--- src/rtl/fsk_symbol_sequencer_pkg.sv ---
// Shared types and constants for the FSK symbol sequencer.
// Provides the FSM state encoding, default widths and the symbol-length saturation helper.
package fsk_seq_pkg;

    localparam int unsigned TW_W_DEF  = 8;
    localparam int unsigned LEN_W_DEF = 16;

    typedef enum logic [1:0] {
        IDLE      = 2'd0,
        WAIT_DATA = 2'd1,
        SYMBOL    = 2'd2
    } state_t;

    // A zero symbol length behaves as one clock per symbol.
    function automatic logic [31:0] len_sat(input logic [31:0] len);
        return (len == '0) ? 32'd1 : len;
    endfunction

endpackage

--- src/rtl/fsk_symbol_sequencer_if.sv ---
// Bit-source / accumulator-side bundle for fsk_symbol_sequencer.
// acc_clr exists only when FSK_SEQ_PHASE_CLR_EN is defined.
interface fsk_symbol_sequencer_if
    import fsk_seq_pkg::*;
#(
    parameter int unsigned TW_W  = TW_W_DEF,
    parameter int unsigned LEN_W = LEN_W_DEF
);
    logic              start;
    logic              abort;
    logic [TW_W-1:0]   mark_word;
    logic [TW_W-1:0]   space_word;
    logic [LEN_W-1:0]  sym_len;
    logic              data_valid;
    logic              data_bit;
    logic              data_last;
    logic              data_ready;
    logic [TW_W-1:0]   tw_out;
    logic              acc_en;
    logic              busy;
    logic              done;
    logic              underrun;
`ifdef FSK_SEQ_PHASE_CLR_EN
    logic              acc_clr;

    modport master (
        output start, abort, mark_word, space_word, sym_len,
        output data_valid, data_bit, data_last,
        input  data_ready, tw_out, acc_en, busy, done, underrun, acc_clr
    );

    modport slave (
        input  start, abort, mark_word, space_word, sym_len,
        input  data_valid, data_bit, data_last,
        output data_ready, tw_out, acc_en, busy, done, underrun, acc_clr
    );
`else
    modport master (
        output start, abort, mark_word, space_word, sym_len,
        output data_valid, data_bit, data_last,
        input  data_ready, tw_out, acc_en, busy, done, underrun
    );

    modport slave (
        input  start, abort, mark_word, space_word, sym_len,
        input  data_valid, data_bit, data_last,
        output data_ready, tw_out, acc_en, busy, done, underrun
    );
`endif
endinterface

--- src/rtl/fsk_symbol_sequencer_timer.sv ---
// fsk_sym_timer: loadable down-counter that stops at zero (no wrap).
// Load takes priority over counting.
module fsk_sym_timer #(
    parameter int unsigned W = 16
) (
    input  logic         i_clk,
    input  logic         i_rst,
    input  logic         i_load,
    input  logic [W-1:0] i_load_val,
    input  logic         i_en,
    output logic [W-1:0] o_cnt,
    output logic         o_zero
);
    logic [W-1:0] r_cnt;

    always_ff @(posedge i_clk) begin
        if (i_rst) begin
            r_cnt <= '0;
        end else if (i_load) begin
            r_cnt <= i_load_val;
        end else if (i_en && (r_cnt != '0)) begin
            r_cnt <= r_cnt - W'(1);
        end
    end

    assign o_cnt  = r_cnt;
    assign o_zero = (r_cnt == '0);

endmodule

--- src/rtl/fsk_symbol_sequencer.sv ---
// FSK symbol sequencer: turns a valid/ready bit stream into mark/space tuning words held for sym_len clocks.
// Optional macro FSK_SEQ_PHASE_CLR_EN adds acc_clr, a phase-reset pulse on each tone change.
module fsk_symbol_sequencer
    import fsk_seq_pkg::*;
#(
    parameter int unsigned TW_W  = TW_W_DEF,
    parameter int unsigned LEN_W = LEN_W_DEF
) (
    input  logic                  Clock,
    input  logic                  Reset,
    fsk_symbol_sequencer_if.slave bus
);
    state_t            r_state;
    logic [TW_W-1:0]   r_mark;
    logic [TW_W-1:0]   r_space;
    logic [LEN_W-1:0]  r_len;
    logic [TW_W-1:0]   r_tw;
    logic              r_acc_en;
    logic              r_done;
    logic              r_underrun;
    logic              r_last;
`ifdef FSK_SEQ_PHASE_CLR_EN
    logic              r_clr;
    logic              r_prev_bit;
    logic              r_first;
`endif

    logic [LEN_W-1:0]  w_cnt;
    logic              w_zero;
    logic              w_ready;
    logic              w_accept;
    logic              w_load;
    logic [LEN_W-1:0]  w_load_val;
    logic              w_tmr_en;

    assign w_ready  = (r_state == WAIT_DATA) ||
                      ((r_state == SYMBOL) && (w_cnt == '0) && !r_last);
    assign w_accept = bus.data_valid && w_ready;

    // Abort parks the counter at zero; an accepted bit loads len-1 so each symbol spans len clocks.
    assign w_load     = bus.abort || w_accept;
    assign w_load_val = bus.abort ? '0 : (r_len - LEN_W'(1));
    assign w_tmr_en   = (r_state == SYMBOL);

    fsk_sym_timer #(
        .W (LEN_W)
    ) u_timer (
        .i_clk      (Clock),
        .i_rst      (Reset),
        .i_load     (w_load),
        .i_load_val (w_load_val),
        .i_en       (w_tmr_en),
        .o_cnt      (w_cnt),
        .o_zero     (w_zero)
    );

    always_ff @(posedge Clock) begin
        if (Reset) begin
            r_state    <= IDLE;
            r_mark     <= '0;
            r_space    <= '0;
            r_len      <= '0;
            r_tw       <= '0;
            r_acc_en   <= 1'b0;
            r_done     <= 1'b0;
            r_underrun <= 1'b0;
            r_last     <= 1'b0;
`ifdef FSK_SEQ_PHASE_CLR_EN
            r_clr      <= 1'b0;
            r_prev_bit <= 1'b0;
            r_first    <= 1'b0;
`endif
        end else if (bus.abort) begin
            r_state  <= IDLE;
            r_tw     <= '0;
            r_acc_en <= 1'b0;
            r_done   <= 1'b0;
            r_last   <= 1'b0;
`ifdef FSK_SEQ_PHASE_CLR_EN
            r_clr    <= 1'b0;
`endif
        end else begin
            r_done <= 1'b0;
`ifdef FSK_SEQ_PHASE_CLR_EN
            r_clr  <= 1'b0;
`endif
            // Accept is only possible in WAIT_DATA or at the end of a non-final symbol.
            if (w_accept) begin
                r_state  <= SYMBOL;
                r_tw     <= bus.data_bit ? r_mark : r_space;
                r_acc_en <= 1'b1;
                r_last   <= bus.data_last;
`ifdef FSK_SEQ_PHASE_CLR_EN
                r_clr      <= r_first || (bus.data_bit != r_prev_bit);
                r_prev_bit <= bus.data_bit;
                r_first    <= 1'b0;
`endif
            end else begin
                unique case (r_state)
                    IDLE: begin
                        r_tw     <= '0;
                        r_acc_en <= 1'b0;
                        if (bus.start) begin
                            r_mark     <= bus.mark_word;
                            r_space    <= bus.space_word;
                            r_len      <= LEN_W'(len_sat(32'(bus.sym_len)));
                            r_underrun <= 1'b0;
                            r_state    <= WAIT_DATA;
`ifdef FSK_SEQ_PHASE_CLR_EN
                            r_first    <= 1'b1;
`endif
                        end
                    end
                    WAIT_DATA: begin
                    end
                    SYMBOL: begin
                        if (w_zero) begin
                            if (r_last) begin
                                r_state  <= IDLE;
                                r_tw     <= '0;
                                r_acc_en <= 1'b0;
                                r_done   <= 1'b1;
                            end else begin
                                r_state    <= WAIT_DATA;
                                r_tw       <= r_space;
                                r_acc_en   <= 1'b1;
                                r_underrun <= 1'b1;
                            end
                        end
                    end
                    default: begin
                        r_state <= IDLE;
                    end
                endcase
            end
        end
    end

    assign bus.data_ready = w_ready;
    assign bus.tw_out     = r_tw;
    assign bus.acc_en     = r_acc_en;
    assign bus.busy       = (r_state != IDLE);
    assign bus.done       = r_done;
    assign bus.underrun   = r_underrun;
`ifdef FSK_SEQ_PHASE_CLR_EN
    assign bus.acc_clr    = r_clr;
`endif

endmodule
--- src/flat_wrapper.sv ---
// flat-port wrapper written by rule: the top's interface ports become plain ports
module fsk_symbol_sequencer_flat import fsk_seq_pkg::*;
#(
    parameter int unsigned TW_W  = TW_W_DEF,
    parameter int unsigned LEN_W = LEN_W_DEF
)
  (Clock, Reset, bus_start, bus_abort, bus_mark_word, bus_space_word, bus_sym_len, bus_data_valid, bus_data_bit, bus_data_last, bus_data_ready, bus_tw_out, bus_acc_en, bus_busy, bus_done, bus_underrun);
  fsk_symbol_sequencer_if #(.TW_W(TW_W), .LEN_W(LEN_W)) bus_i ();
  input  logic Clock;
  input  logic Reset;
  input wire logic [$bits(bus_i.start)-1:0] bus_start;
  input wire logic [$bits(bus_i.abort)-1:0] bus_abort;
  input wire logic [$bits(bus_i.mark_word)-1:0] bus_mark_word;
  input wire logic [$bits(bus_i.space_word)-1:0] bus_space_word;
  input wire logic [$bits(bus_i.sym_len)-1:0] bus_sym_len;
  input wire logic [$bits(bus_i.data_valid)-1:0] bus_data_valid;
  input wire logic [$bits(bus_i.data_bit)-1:0] bus_data_bit;
  input wire logic [$bits(bus_i.data_last)-1:0] bus_data_last;
  output wire logic [$bits(bus_i.data_ready)-1:0] bus_data_ready;
  output wire logic [$bits(bus_i.tw_out)-1:0] bus_tw_out;
  output wire logic [$bits(bus_i.acc_en)-1:0] bus_acc_en;
  output wire logic [$bits(bus_i.busy)-1:0] bus_busy;
  output wire logic [$bits(bus_i.done)-1:0] bus_done;
  output wire logic [$bits(bus_i.underrun)-1:0] bus_underrun;
  assign bus_i.start = bus_start;
  assign bus_i.abort = bus_abort;
  assign bus_i.mark_word = bus_mark_word;
  assign bus_i.space_word = bus_space_word;
  assign bus_i.sym_len = bus_sym_len;
  assign bus_i.data_valid = bus_data_valid;
  assign bus_i.data_bit = bus_data_bit;
  assign bus_i.data_last = bus_data_last;
  assign bus_data_ready = bus_i.data_ready;
  assign bus_tw_out = bus_i.tw_out;
  assign bus_acc_en = bus_i.acc_en;
  assign bus_busy = bus_i.busy;
  assign bus_done = bus_i.done;
  assign bus_underrun = bus_i.underrun;
  fsk_symbol_sequencer #(.TW_W(TW_W), .LEN_W(LEN_W)) u_core (.Clock(Clock), .Reset(Reset), .bus(bus_i));
endmodule
--- config.mk ---
export PLATFORM = sky130hd
export DESIGN_NAME = fsk_symbol_sequencer_flat
export DESIGN_NICKNAME = d
export VERILOG_FILES = /design/src/rtl/fsk_symbol_sequencer_pkg.sv /design/src/rtl/fsk_symbol_sequencer_if.sv /design/src/rtl/fsk_symbol_sequencer_timer.sv /design/src/rtl/fsk_symbol_sequencer.sv /design/src/flat_wrapper.sv
export SDC_FILE = /design/constraint.sdc
export NUM_CORES = 1
export LEC_CHECK = 0
export CORE_MARGIN = 3
export CORE_UTILIZATION = 35
export CTS_CLUSTER_DIAMETER = 50
export CTS_CLUSTER_SIZE = 25
export DETAILED_ROUTE_END_ITERATION = 10
export GPL_TIMING_DRIVEN = 0
export SYNTH_ARGS = -nofsm -noshare
export SYNTH_HDL_FRONTEND = slang
export SYNTH_SLANG_ARGS = --single-unit
export TNS_END_PERCENT = 100
--- constraint.sdc ---
create_clock -name Clock -period 5.4 [get_ports Clock]
set_input_delay 1.08 -clock Clock [delete_from_list [all_inputs] [get_ports Clock]]
set_output_delay 1.08 -clock Clock [all_outputs]
set_load 0.01 [all_outputs]
# Word level (Yosys, flattened, before mapping)
# Index checks and enable logic that the tools add are counted.
# word_totals
regBits	62
inputBits	39
output_inout_bits	13
elab_cells	72
# classes
add_sub_neg	2
eq_ne	8
mux	23
bitwise	5
n_reduce_logical	23
# ops
operator	count
two-way mux 16 bit	4
logical NOT 16 bit	2
two-way mux 8 bit	4
subtractor 16 x 1 -> 16 bit (second input constant)	2
case mux 8 bit (2 select lines)	1
nonzero test 16 bit	1
two-way mux 1 bit	8
two-way mux 2 bit	3
case mux 2 bit (3 select lines)	1
AND reduction 3 bit	2
AND reduction 6 bit	1
nonzero test 2 bit	3
inverter 1 bit	5
OR reduction 5 bit	1
logical AND 1 bit	4
!= test 2 x 1 -> 1 bit (second input constant)	2
!= test 2 bit (second input constant)	2
case mux 1 bit (2 select lines)	2
AND reduction 4 bit	1
!= test 3 x 1 -> 1 bit (second input constant)	1
!= test 3 x 2 -> 1 bit (second input constant)	1
nonzero test 3 bit	1
OR reduction 3 bit	1
== test 2 x 1 -> 1 bit (second input constant)	1
6 further kinds	7

# Depth between registers and ports, before layout
# logic_depth
ltp_word	7
mapped_depth	10
mapped_depth_nobuf	7

# Hierarchy
# From an unflattened synthesis, not the netlist that was laid out.
# unflattened
hier_cells	445
hier_area_um2	3409.5
# by_module_without_submodules
module	n_inst	cells_each	area_per_inst_um2	seq_area_each_um2
fsk_symbol_sequencer	1	331	2464.9	920.9
fsk_sym_timer	1	114	944.7	320.3

# Least setup slack after synthesis
# No wires, ideal clock.
# synth_path
path_kind	register to output
from	register u_core.u_timer.r_cnt[2] (netlist: u_core.u_timer.o_cnt[2])
to	output port bus_data_ready
t_arrival_ns	1.402
required_ns	4.320
slack_ns	2.918
path_stages_with_launch	6
path_buffers	1
cell_sequence	dfxtp_1 > nor4_4 > buf_2 > nand4b_1 > nor2_1 > a21o_1
# synth_via
elab_chain_cells	4
# synth_lines
element	line	text
from (decl)	fsk_symbol_sequencer_timer.sv:14	logic [W-1:0] r_cnt;
from (signal assigned)	fsk_symbol_sequencer_timer.sv:20	r_cnt <= i_load_val;
from (signal assigned)	fsk_symbol_sequencer_timer.sv:22	r_cnt <= r_cnt - W'(1);
logical NOT 16 bit	fsk_symbol_sequencer.sv:37	((r_state == SYMBOL) && (w_cnt == '0) && !r_last);
logical AND 1 bit (2 in series)	fsk_symbol_sequencer.sv:37	
logical OR 1 bit	fsk_symbol_sequencer.sv:36	assign w_ready = (r_state == WAIT_DATA) ||
to (decl)	flat_wrapper.sv:19	output wire logic [$bits(bus_i.data_ready)-1:0] bus_data_ready;
# Every way passes these cells.

# Worst setup path after layout
# Same ends and word-level chain as after synthesis.

==> Implementation_results.wiki <==
{| class="wikitable"
! Metric !! Value
|-
| Antenna violations before repair || 0
|-
| Clock insertion delay at the later pin of the skew report || 0.35 ns
|-
| Peak clock frequency supported by timing || about 0.27 GHz
|-
| Unrepaired setup endpoints after global routing || no
|-
| Setup Buffers After CTS || 0
|-
| Main area contributors after synthesis || dfxtp_1 39%, nand2_1 9.5%, a21oi_1 7.8%
|-
| Clock tree buffer depth || 2
|-
| Worst setup SP type || flop
|-
| Switching power summed over all nets || 0.337 mW
|-
| Buffers on Ports || 49
|-
| Final GP Congestion || approximately 0.84
|-
| Slew Limit Fails || 0
|-
| Worst hold path type || reg -> reg
|-
| Width of the chip || roughly 100 um
|-
| Fraction of final layout cells sized beyond drive strength 1 || a little under a tenth
|-
| Number of rows in the core area || 34
|-
| Leakage power || approximately 1.5 nW
|-
| Part of the cycle the worst path needs || 68.8%
|-
| Largest area contributor in the synthesized netlist || dfxtp_1
|-
| Worst IR drop on VDD || about 0.16 mV
|-
| Pwr per Cell Area || just under 300 nW/um^2
|-
| Sequential-to-total area share from yosys stat || ~39%
|-
| Final worst clock skew || about 0.012 ns
|-
| Clk sinks || 62
|-
| Number of standard cells after synthesis || between 300 and 400
|-
| Most utilized layer in the global route result || met2
|-
| Count of synthesis-stage warnings from yosys || 0
|-
| Proportion of register bits with asynchronous set or reset after synthesis || 0%
|-
| Accumulated negative setup slack || 0 ns
|-
| Sw Ratio || 28.7%
|-
| Combined area of the multi-input logic cells || roughly 1800 um^2
|-
| Total placed instance area || approximately 3800 um^2
|-
| Met3 track demand over resource in global routing || under 10%
|-
| Area taken by flip-flops and latches || ~1200 um^2
|-
| Number of instances on the worst hold path || 2
|-
| Number of primary I/O pins || 52
|-
| Die Footprint || 10300 um^2
|-
| CP arrival || about 2.6 ns
|-
| Internal power contribution || around 0.84 mW
|-
| Area growth from synthesis to layout || 26.6%
|-
| Total detailed-routing wirelength || roughly 9000 um
|-
| Final worst path period need || 3.71 ns
|-
| Wire length of the first global-routing pass || roughly 15000 um
|-
| Avg Cell Area, Syn || around 8.2 um^2
|-
| Worst Tran Pin Value || roughly 0.64 ns
|-
| Total number of nets in the final design || 490
|-
| Maximum number of pins on one net before global-route repair || 14
|-
| Number of cells upsized or downsized after cts || 0
|-
| Overall overflow remaining after global route || 0
|-
| GRT Total Usage || between 10% and 20%
|-
| Worst Reg-to-Reg Cells || 9
|-
| Relative slew margins || 57.2%
|-
| M2 GR Usage || between 20 and 30%
|-
| CTS tree || done
|-
| Vias in the first global route || 2963
|-
| Crit path capture type || output pin
|-
| Number of violations of the max-capacitance limit || 0
|-
| Filler Cells Inserted || 898
|-
| Final core utilization || between 40% and 50%
|-
| Placeable core area || 8810 um^2
|-
| Clock H-tree levels || 3
|-
| Critical path peak fanout || 10
|-
| Master cell of the clock root buffer || clkbuf_8
|-
| Area share of the largest cell type after synthesis || around 39%
|-
| Final design instance area without fill || ~4100 um^2
|-
| Effective utilization at floorplan || 36.4%
|-
| Post-synthesis register bit count || 62
|-
| Share of power burned in registers || about two fifths
|-
| Number of antenna diodes || 0
|-
| Final setup fails || 0
|-
| Number of enable flip-flop cells after synthesis || 0
|-
| Syn nets || 430
|-
| DRC violation count after routing || 0
|-
| Prevailing post-synth register cell || dfxtp_1
|-
| Routed vias/inst || ~5.4
|-
| Met1 track demand over resource || between 20 and 30%
|-
| Class of the most critical setup path || reg -> out
|-
| Critical path required time || ~4.3 ns
|-
| Post-detailed-route wirelength per cell || about 16 um
|-
| Via count || 3061
|-
| Number of nets with antenna violations after detailed routing || 0
|-
| Iteration count of the initial detailed-routing pass || 5
|-
| Combinational fraction of design power || between 15 and 20%
|-
| Part of the total power dissipated in the clock network || about two fifths
|-
| Starting DRC count in detailed routing || roughly 110
|-
| Post-detail-place hpwl || ~6700 um
|-
| Die span in y || roughly 100 um
|-
| Hold Violations, Final || 0
|-
| Run status || finished clean
|-
| Netlist Area Pre-Place || between 3000 and 4000 um^2
|-
| Total CTS buffers || 9
|-
| Reg clk slew, reported paths || ~0.08 ns
|-
| Number of distinct library cell variants in the gate-level netlist after synthesis || 57
|-
| Quantity of hold-fixing buffers added after cts || 0
|}
-- routing by layer --
layer | part of all wire (%) | vias up
met5 | 0 | -
li1 | - | 1518
met4 | 1.8 | 0
met2 | 45 | 116
met3 | 6.3 | 13
met1 | 47 | 1414
-- Yosys cell counts, types with 4 or more instances --
| cell type | count |
|---|---|
| a211oi_1 | 10 |
| a21oi_1 | 50 |
| a221o_1 | 7 |
| and4_1 | 7 |
| clkbuf_1 | 15 |
| dfxtp_1 | 62 |
| inv_1 | 6 |
| nand2_1 | 81 |
| nand3_1 | 10 |
| nand4_1 | 6 |
| nor2_1 | 18 |
| nor3_1 | 8 |
| nor4_1 | 8 |
| o21ai_0 | 10 |
| o22ai_1 | 4 |
| xnor2_1 | 14 |
| xor2_1 | 8 |
-- cell usage in the layout (no fill, tap or decap), types with 6 or more instances in the layout --
| master | netlist | layout |
|---|---|---|
| nand4_1 | 6 | 6 |
| and4_1 | 7 | 7 |
| a21oi_1 | 50 | 50 |
| nor2_1 | 18 | 18 |
| clkdlybuf4s50_1 | 0 | 49 |
| xor2_1 | 8 | 8 |
| nor3_1 | 8 | 8 |
| a211oi_1 | 10 | 10 |
| xnor2_1 | 14 | 14 |
| nand3_1 | 10 | 10 |
| inv_1 | 6 | 6 |
| nor4_1 | 8 | 8 |
| clkbuf_8 | 1 | 10 |
| clkbuf_1 | 15 | 15 |
| dfxtp_1 | 62 | 62 |
| nand2_1 | 81 | 81 |
| o21ai_0 | 10 | 10 |
| a221o_1 | 7 | 7 |
-- final cells by class --
type	instances	area share, %
multi-input combinational	296	43.7
sequential	62	30.6
timing repair buffer	49	12.1
buffer	25	4.10
tap	108	3.33
clock buffer	9	3.05
clock inverter	7	2.56
inverter	6	0.555
-- kinds of logic after synthesis --
logic type                 after synthesis  synth area share, %
AOI/OAI and AO/OA                      101                 20.3
and+or+nand+nor                        169                 27.6
adders and majority gates                2                0.781
xor gates and xnor gates                22                 6.02
DFF                                     62                 38.7
buffers and inverters                   31                 5.90
muxes                                    2                0.625
-- through the flow --
stage / total power [mW] / hold WS, ns / setup WS, ns / cells
finish: 1.18 / 0.458 / 1.69 / 562
global route: 1.23 / 0.486 / 1.52 / 562
CTS: 1.19 / 0.461 / 1.67 / 562
detailed placement: 0.710 / 0.449 / 2.06 / 546
global placement: 0.708 / 0.443 / 2.07 / 546
floorplan: 0.635 / 0.432 / 2.92 / 389
-- state kept, by name, indices dropped and copies added, names as in the netlist --
name	flops
u_core.r_last	1
u_core.r_state	2
u_core.bus.tw_out	8
u_core.bus.done	1
u_core.r_len	16
u_core.u_timer.o_cnt	16
u_core.r_space	8
u_core.r_mark	8
u_core.bus.underrun	1
u_core.bus.acc_en	1
-- path summary, 6_finish.rpt --
path,start,to,slack (ns)
worst max-delay path,u_core.u_timer.o_cnt[2],bus_data_ready,1.69
worst min-delay path,u_core.r_mark[0],u_core.r_mark[0],0.46
worst min register to register,u_core.r_mark[0],u_core.r_mark[0],0.46
worst max register to register,u_core.u_timer.o_cnt[0],u_core.u_timer.o_cnt[6],2.93
-- power by group through the flow --
stage                     registers [mW]  logic, mW  clock network (mW)
after floorplan                    0.499      0.136                   0
after CTS                          0.494      0.206               0.485
after detailed placement           0.504      0.205                   0
after global placement             0.504      0.204                   0
after global routing               0.497      0.229               0.508
final                              0.494      0.207               0.475
-- critical path, cell delays in order, from the launching register on --
cell	delay [ns]
dfxtp_1	0.37
nor4_4	0.34
buf_2	0.26
nand4b_1	0.26
nor2_1	0.36
a21o_1	0.18
clkdlybuf4s50_1	0.53
No activity file was read; power rests on OpenSTA's default activity.
